===== src/rtl/opcode_frame_tx_if.sv =====
// Payload-in / nibble-out bus of the opcode frame transmitter.
// The slave modport is the transmitter itself; the master modport is the word source and link sink.
interface opcode_frame_tx_if #(
   parameter int BYTE_NUM = 2
);
   logic [8*BYTE_NUM-1:0] din;
   logic                  din_vld;
   logic                  rdy;
   logic [3:0]            dout;
   logic                  dout_vld;

   modport master (
      output din, din_vld,
      input  rdy, dout, dout_vld
   );

   modport slave (
      input  din, din_vld,
      output rdy, dout, dout_vld
   );
endinterface


===== src/rtl/opcode_frame_tx.sv =====
// Serialises one BYTE_NUM-byte word per frame as preamble 5,5,D,5 plus payload nibbles,
// MSB first, with optional idle cycles between nibbles and an inter-frame gap.
module opcode_frame_tx #(
   parameter int BYTE_NUM = 2,
   parameter int NIB_GAP  = 0,
   parameter int IFG      = 4
) (
   input  logic                clk,
   input  logic                rst_n,
   opcode_frame_tx_if.slave    bus
);
   localparam int L     = 3 + 2*BYTE_NUM;
   localparam int SR_W  = 16 + 8*BYTE_NUM;
   localparam int NIB_W = $clog2(L + 1);
   localparam int GAP_W = (NIB_GAP > 0) ? $clog2(NIB_GAP + 1) : 1;
   localparam int IFG_W = (IFG > 1) ? $clog2(IFG) : 1;

   localparam logic [NIB_W-1:0] NIB_LAST = NIB_W'(L);
   localparam logic [GAP_W-1:0] GAP_LAST = GAP_W'(NIB_GAP);
   localparam logic [IFG_W-1:0] IFG_LAST = IFG_W'((IFG > 0) ? IFG - 1 : 0);
   localparam logic [15:0]      PREAMBLE = 16'h55D5;

   typedef enum logic [1:0] {S_IDLE, S_SEND, S_IFG} state_t;

   state_t            state_reg, state_next;
   logic [SR_W-1:0]   sr_reg, sr_next;
   logic [NIB_W-1:0]  cnt_nib_reg, cnt_nib_next;
   logic [GAP_W-1:0]  cnt_gap_reg, cnt_gap_next;
   logic [IFG_W-1:0]  cnt_ifg_reg, cnt_ifg_next;
   logic [3:0]        dout_reg, dout_next;
   logic              dout_vld_reg, dout_vld_next;
   logic [SR_W-1:0]   frame_word;

   assign frame_word   = {PREAMBLE, bus.din};
   assign bus.rdy      = (state_reg == S_IDLE);
   assign bus.dout     = dout_reg;
   assign bus.dout_vld = dout_vld_reg;

   always_ff @(posedge clk or negedge rst_n) begin
      if (!rst_n) begin
         state_reg    <= S_IDLE;
         sr_reg       <= '0;
         cnt_nib_reg  <= '0;
         cnt_gap_reg  <= '0;
         cnt_ifg_reg  <= '0;
         dout_reg     <= 4'h0;
         dout_vld_reg <= 1'b0;
      end else begin
         state_reg    <= state_next;
         sr_reg       <= sr_next;
         cnt_nib_reg  <= cnt_nib_next;
         cnt_gap_reg  <= cnt_gap_next;
         cnt_ifg_reg  <= cnt_ifg_next;
         dout_reg     <= dout_next;
         dout_vld_reg <= dout_vld_next;
      end
   end

   always_comb begin
      state_next    = state_reg;
      sr_next       = sr_reg;
      cnt_nib_next  = cnt_nib_reg;
      cnt_gap_next  = cnt_gap_reg;
      cnt_ifg_next  = cnt_ifg_reg;
      dout_next     = 4'h0;
      dout_vld_next = 1'b0;

      case (state_reg)
         S_IDLE: begin
            if (bus.din_vld) begin
               // The first preamble nibble goes out on the accepting edge, so the
               // register keeps only the remaining nibbles.
               dout_next     = frame_word[SR_W-1 -: 4];
               dout_vld_next = 1'b1;
               sr_next       = {frame_word[SR_W-5:0], 4'h0};
               cnt_nib_next  = '0;
               cnt_gap_next  = '0;
               state_next    = S_SEND;
            end
         end
         S_SEND: begin
            if (cnt_nib_reg == NIB_LAST) begin
               // Leave right after the final strobe; no trailing nibble gap.
               cnt_nib_next = '0;
               cnt_gap_next = '0;
               cnt_ifg_next = '0;
               state_next   = (IFG > 0) ? S_IFG : S_IDLE;
            end else if (cnt_gap_reg == GAP_LAST) begin
               cnt_gap_next  = '0;
               cnt_nib_next  = cnt_nib_reg + NIB_W'(1);
               dout_next     = sr_reg[SR_W-1 -: 4];
               dout_vld_next = 1'b1;
               sr_next       = {sr_reg[SR_W-5:0], 4'h0};
            end else begin
               cnt_gap_next = cnt_gap_reg + GAP_W'(1);
            end
         end
         S_IFG: begin
            if (cnt_ifg_reg == IFG_LAST) begin
               cnt_ifg_next = '0;
               state_next   = S_IDLE;
            end else begin
               cnt_ifg_next = cnt_ifg_reg + IFG_W'(1);
            end
         end
         default: state_next = S_IDLE;
      endcase
   end
endmodule


===== src/flat_wrapper.sv =====
// flat-port wrapper written by rule: the top's interface ports become plain ports
module opcode_frame_tx_flat 
#(
   parameter int BYTE_NUM = 2,
   parameter int NIB_GAP  = 0,
   parameter int IFG      = 4
)
  (clk, rst_n, bus_din, bus_din_vld, bus_rdy, bus_dout, bus_dout_vld);
  opcode_frame_tx_if #(.BYTE_NUM(BYTE_NUM)) bus_i ();
  input  logic clk;
  input  logic rst_n;
  input wire logic [$bits(bus_i.din)-1:0] bus_din;
  input wire logic [$bits(bus_i.din_vld)-1:0] bus_din_vld;
  output wire logic [$bits(bus_i.rdy)-1:0] bus_rdy;
  output wire logic [$bits(bus_i.dout)-1:0] bus_dout;
  output wire logic [$bits(bus_i.dout_vld)-1:0] bus_dout_vld;
  assign bus_i.din = bus_din;
  assign bus_i.din_vld = bus_din_vld;
  assign bus_rdy = bus_i.rdy;
  assign bus_dout = bus_i.dout;
  assign bus_dout_vld = bus_i.dout_vld;
  opcode_frame_tx #(.BYTE_NUM(BYTE_NUM), .NIB_GAP(NIB_GAP), .IFG(IFG)) u_core (.clk(clk), .rst_n(rst_n), .bus(bus_i));
endmodule

===== config.mk =====
export PLATFORM = sky130hd
export DESIGN_NAME = opcode_frame_tx_flat
export DESIGN_NICKNAME = d
export VERILOG_FILES = /design/src/rtl/opcode_frame_tx_if.sv /design/src/rtl/opcode_frame_tx.sv /design/src/flat_wrapper.sv
export SDC_FILE = /design/constraint.sdc
export NUM_CORES = 1
export LEC_CHECK = 0
export ABC_CLOCK_PERIOD_IN_PS = 4240
export CAP_MARGIN = 15
export CORE_ASPECT_RATIO = 0.75
export CORE_MARGIN = 2
export CORE_UTILIZATION = 30
export DETAILED_ROUTE_END_ITERATION = 10
export PLACE_DENSITY_LB_ADDON = 0.1
export SETUP_SLACK_MARGIN = 0.15
export SKIP_LAST_GASP = 1
export SLEW_MARGIN = 10
export SYNTH_ARGS = -nofsm -noshare
export SYNTH_HDL_FRONTEND = slang
export SYNTH_SLANG_ARGS = --single-unit

===== constraint.sdc =====
create_clock -name clk -period 4.24 [get_ports clk]
set_input_delay 0.848 -clock clk [delete_from_list [all_inputs] [get_ports clk]]
set_output_delay 0.848 -clock clk [all_outputs]
set_load 0.005 [all_outputs]

Word level (Yosys, flattened, before mapping)
Cells that the tools add are included.
{"block": "totals", "regBits": 45, "out_inout_bits": 6}
{"block": "classes", "n_addsub": 3, "eq_ne": 10, "mux": 27, "reduce_logical": 8}
{"operator": "$mux W32", "count": 3}
{"operator": "$pmux W32 S2", "count": 1}
{"operator": "$mux W3", "count": 4}
{"operator": "$mux W2", "count": 5}
{"operator": "$mux W4", "count": 2}
{"operator": "$pmux W4 S2", "count": 1}
{"operator": "$mux W1", "count": 6}
{"operator": "$ne A2 B2 Y1 const B", "count": 3}
{"operator": "$pmux W2 S3", "count": 1}
{"operator": "$pmux W3 S2", "count": 1}
{"operator": "$reduce_and A3 Y1", "count": 2}
{"operator": "$eq A2 B2 Y1 const B", "count": 2}
{"operator": "$ne A2 B1 Y1 const B", "count": 2}
{"operator": "$pmux W1 S2", "count": 2}
{"operator": "$pmux W2 S2", "count": 1}
{"operator": "$reduce_and A2 Y1", "count": 2}
{"operator": "$reduce_and A4 Y1", "count": 1}
{"operator": "$reduce_bool A2 Y1", "count": 2}
{"operator": "$add A3 B1 Y3 const B", "count": 1}
{"operator": "$eq A3 B3 Y1 const B", "count": 1}
{"operator": "$ne A3 B3 Y1 const B", "count": 1}
{"operator": "$add A2 B1 Y2 const B", "count": 1}
{"operator": "$eq A2 B1 Y1 const B", "count": 1}
{"operator": "$logic_not A2 Y1", "count": 1}
{"operator": "$add A1 B1 Y1 const B", "count": 1}

Depth between registers and ports, before layout
{"block": "depth", "depth_word": 4, "depth_mapped": 6, "mapped_depth_nobuf": 5}

Worst setup path after synthesis
Ideal clock, no wire load.
{"block": "synth_timing", "kind": "input port to flip-flop", "from": "input port bus_din_vld", "to": "register u_core.sr_reg[18]", "t_arrival_ns": 1.645, "slack_ns": 2.470, "path_stages": 4, "n_path_buf": 1, "path_cell_list": "o21bai_2 -> a21oi_4 -> buf_6 -> mux2_2"}
{"block": "synth_via", "elab_chain_len": 2}
{"element": "start, declared", "line": "flat_wrapper.sv:13", "rtl": "input wire logic [$bits(bus_i.din_vld)-1:0] bus_din_vld;"}
{"element": "$ne A2 B2 Y1 (no source line)"}
{"element": "$reduce_and A4 Y1 (no source line)"}
{"element": "end signal, assigned", "line": "opcode_frame_tx.sv:50", "rtl": "sr_reg <= sr_next;"}
{"element": "end, declared", "line": "opcode_frame_tx.sv:26", "rtl": "logic [SR_W-1:0] sr_reg, sr_next;"}
No other way between the ends.
A chain may end at the register's enable or synchronous reset.

Worst setup path in the final report
{"block": "layout_timing", "from": "input port bus_din_vld", "to": "register u_core.sr_reg[10]"}
Same word-level chain as after synthesis.

==> impl_metrics.env <==
export IMPL_async_reset_ff_frac=1.00
export IMPL_post_layout_power_w=0.00161
export IMPL_critical_path_startpoint_type="primary input"
export IMPL_final_period_utilization=0.606
export IMPL_power_density_mw_per_mm2=702
export IMPL_rsz0062_at_grt="false"
export IMPL_layout_cells_most_common_list="dfrtp_1 (40), clkdlybuf4s50_1 (23), mux2_4 (18), nand2_1 (16), a21oi_1 (10)"
export IMPL_finalSetupTns_ns=0
export IMPL_post_cts_setup_buffers=0
export IMPL_run_status="complete, no violations"
export IMPL_drtPass1Iterations=4
export IMPL_groute_usage_overall=0.111
export IMPL_wire_length_reported_by_the_detailed_router_um=3630
export IMPL_die_width_um=97.0
export IMPL_cts_resized_gates=0
export IMPL_cts_inserted_buffers=5
export IMPL_floorplan_initialDensity=0.309
export IMPL_clock_tree_root_cell="clkbuf_8"
export IMPL_critPathKind="in -> reg"
export IMPL_endpoint_kind="flip-flop"
export IMPL_synth_edff_count=0
export IMPL_htreeDepth=2
export IMPL_final_max_slew_viol_count=0
export IMPL_synth_nets=179
export IMPL_detail_route_vias_per_cell=4.56
export IMPL_detailedRoute_firstIterationViolations=60
export IMPL_vias=1180
export IMPL_fmax_achieved_mhz=389
export IMPL_antennaDiodeCount=0
export IMPL_synth_top_area_cell="dfrtp_1"
export IMPL_syn2layout_area_growth_pct=18.1
export IMPL_fillCellCount=603
export IMPL_synth_cells=156
export IMPL_dominantRegCellSynth="dfrtp_1"
export IMPL_design_area_mm2=0.00230
export IMPL_worstPathCellList="clkdlybuf4s50_1, o21bai_2, a21oi_4, mux2_2"
export IMPL_synthesis_area_mm2=0.00194
export IMPL_slowest_stage="a21oi_4"
export IMPL_fin_crit_ns=2.57
export IMPL_worst_hold_path_type="reg -> reg"
export IMPL_critical_path_top_delay_family="compound AO/OA/AOI/OAI gates"
export IMPL_grt_remaining_overflow=0
export IMPL_clkLatencyLatePin_ns=0.29
export IMPL_port_buffer_count=24
export IMPL_cts_hold_buf=0
export IMPL_placed_area_mm2=0.00220
export IMPL_largest_register_ffs=28
export IMPL_synth_yosys_seq_area_share=0.515
export IMPL_clock_path_buffers=2
export IMPL_post_route_drc=0
export IMPL_design_core_area_mm2=0.00629
export IMPL_maxCapViolCount=0
export IMPL_crit_fanout=24
export IMPL_critPathArrivalTime_ns=2.74
export IMPL_clk_transition_reported_paths_ns=0.08
export IMPL_place_hpwl_um=2430
export IMPL_relative_max_transition_margin=0.398
export IMPL_hold_viol=0
export IMPL_gpl_final_weighted_congestion=0.804
export IMPL_detail_route_wl_per_cell_um=14.0
export IMPL_fin_worst_skew_ns=0.00843
export IMPL_layout_drive_gt1_share=0.197
export IMPL_synth_ff_latch_count=40
export IMPL_ys_types=26
export IMPL_antenna_found_initial=0
export IMPL_die_area_mm2=0.00715
export IMPL_worst_slew_pin_transition_ns=0.903
export IMPL_maximum_number_of_pins_on_one_net_before_global_route_repair=41
export IMPL_number_of_nets_in_the_finished_design=200
export IMPL_yosysWarningCount=0
export IMPL_grt_pass1_wl_um=6270
export IMPL_power_ir_vdd_worst_uv=224
export IMPL_die_height_um=73.7
export IMPL_ant_nets=0
export IMPL_yosys_area_top_type_share=0.515
export IMPL_clock_sinks=40
export IMPL_tritoncts_clock_tree="yes"
export IMPL_cellLeakagePower_nw=1.07
export IMPL_placement_rows=25
export IMPL_cpPeakStageDelay_ns=0.70
export IMPL_ioPinCount=25
export IMPL_first_global_vias=1285
export IMPL_required_ns=4.41
export IMPL_synth_avg_cell_area_um2=12.5
export IMPL_synth_top_cells_by_area="dfrtp_1 (51%), mux2_4 (14%), mux2_2 (3.5%), mux2i_1 (3.1%), nand2_1 (3.1%)"
export IMPL_worstPathBufferInverterCount=1
export IMPL_mostFrequentLayoutCell="dfrtp_1"
export IMPL_setup_viol=0
## cell type report
class,instances,area [um^2],area share
Clock buffer,7,86.3,0.0376
Clock inverter,1,7.51,0.00327
Inverter,6,22.5,0.00980
Multi-Input combinational cell,100,843,0.367
Sequential cell,40,1000,0.436
Tap cell,81,101,0.0441
Timing Repair Buffer,24,235,0.102
## logic make-up (layout without fill, tap and decap cells)
group	after synthesis	after routing	share of synthesized area
simple gates	37	37	0.104
buf+inv	16	38	0.0515
fa+ha+maj	4	4	0.0257
compound gates	29	29	0.0997
flops	40	40	0.515
mux	30	30	0.205
## Yosys cell counts, drive strengths merged, types with 3 or more instances
| cell | number |
|---|---|
| a21oi | 11 |
| buf | 7 |
| clkbuf | 3 |
| dfrtp | 40 |
| ha | 4 |
| inv | 6 |
| mux2 | 24 |
| mux2i | 6 |
| nand2 | 16 |
| nor2b | 7 |
| o21a | 7 |
| o21ai | 5 |
| or4 | 7 |
## final timing paths
| check | start | to | slack, ns | cells past startpoint |
|---|---|---|---|---|
| worst min-delay path | u_core.sr_reg[24] | u_core.sr_reg[24] | 0.49 | 1 |
| worst min register to register | u_core.sr_reg[24] | u_core.sr_reg[24] | 0.49 | 1 |
| max in group asynchronous | rst_n | u_core.sr_reg[20] | 2.99 | 1 |
| worst max register to register | u_core.cnt_nib_reg[0] | u_core.sr_reg[10] | 1.93 | 4 |
| worst max-delay path | bus_din_vld | u_core.sr_reg[10] | 1.67 | 4 |
| min in group asynchronous | rst_n | u_core.cnt_ifg_reg[0] | 0.69 | 1 |
## worst reg2reg max path, stage by stage (launching register included)
cell and delay [ns]:
dfrtp_1 0.40, ha_1 0.23, ha_1 0.37, a21oi_4 0.76, mux2_2 0.42
## per-layer routing
layer	wire, um	track usage	up-vias	share of wire
li1	-	-	585	-
met1	1860	0.147	574	0.51
met2	1630	0.178	19	0.45
met3	121	0.0314	2	0.033
met4	23	0.0376	0	0.0063
met5	0	0	-	0
## metrics by stage
step	cells	hold slack, ns	setup slack, ns	utilization
2_1_floorplan	156	0.457	2.47	-
3_3_place_gp	251	0.470	1.43	0.350
3_5_place_dp	251	0.477	1.38	0.350
4_1_cts	259	0.496	1.66	0.365
5_1_grt	259	0.510	1.56	0.365
6_report	259	0.489	1.67	0.365
## power by group
group / leakage [nW] / internal (W) / switching [W]
Combinational: 0.529 / 0.000420 / 0.000278
Clock: 0.0445 / 0.000132 / 0.000129
Sequential: 0.497 / 0.000543 / 0.000112
Note: power is estimated with default switching activity, not from simulation.
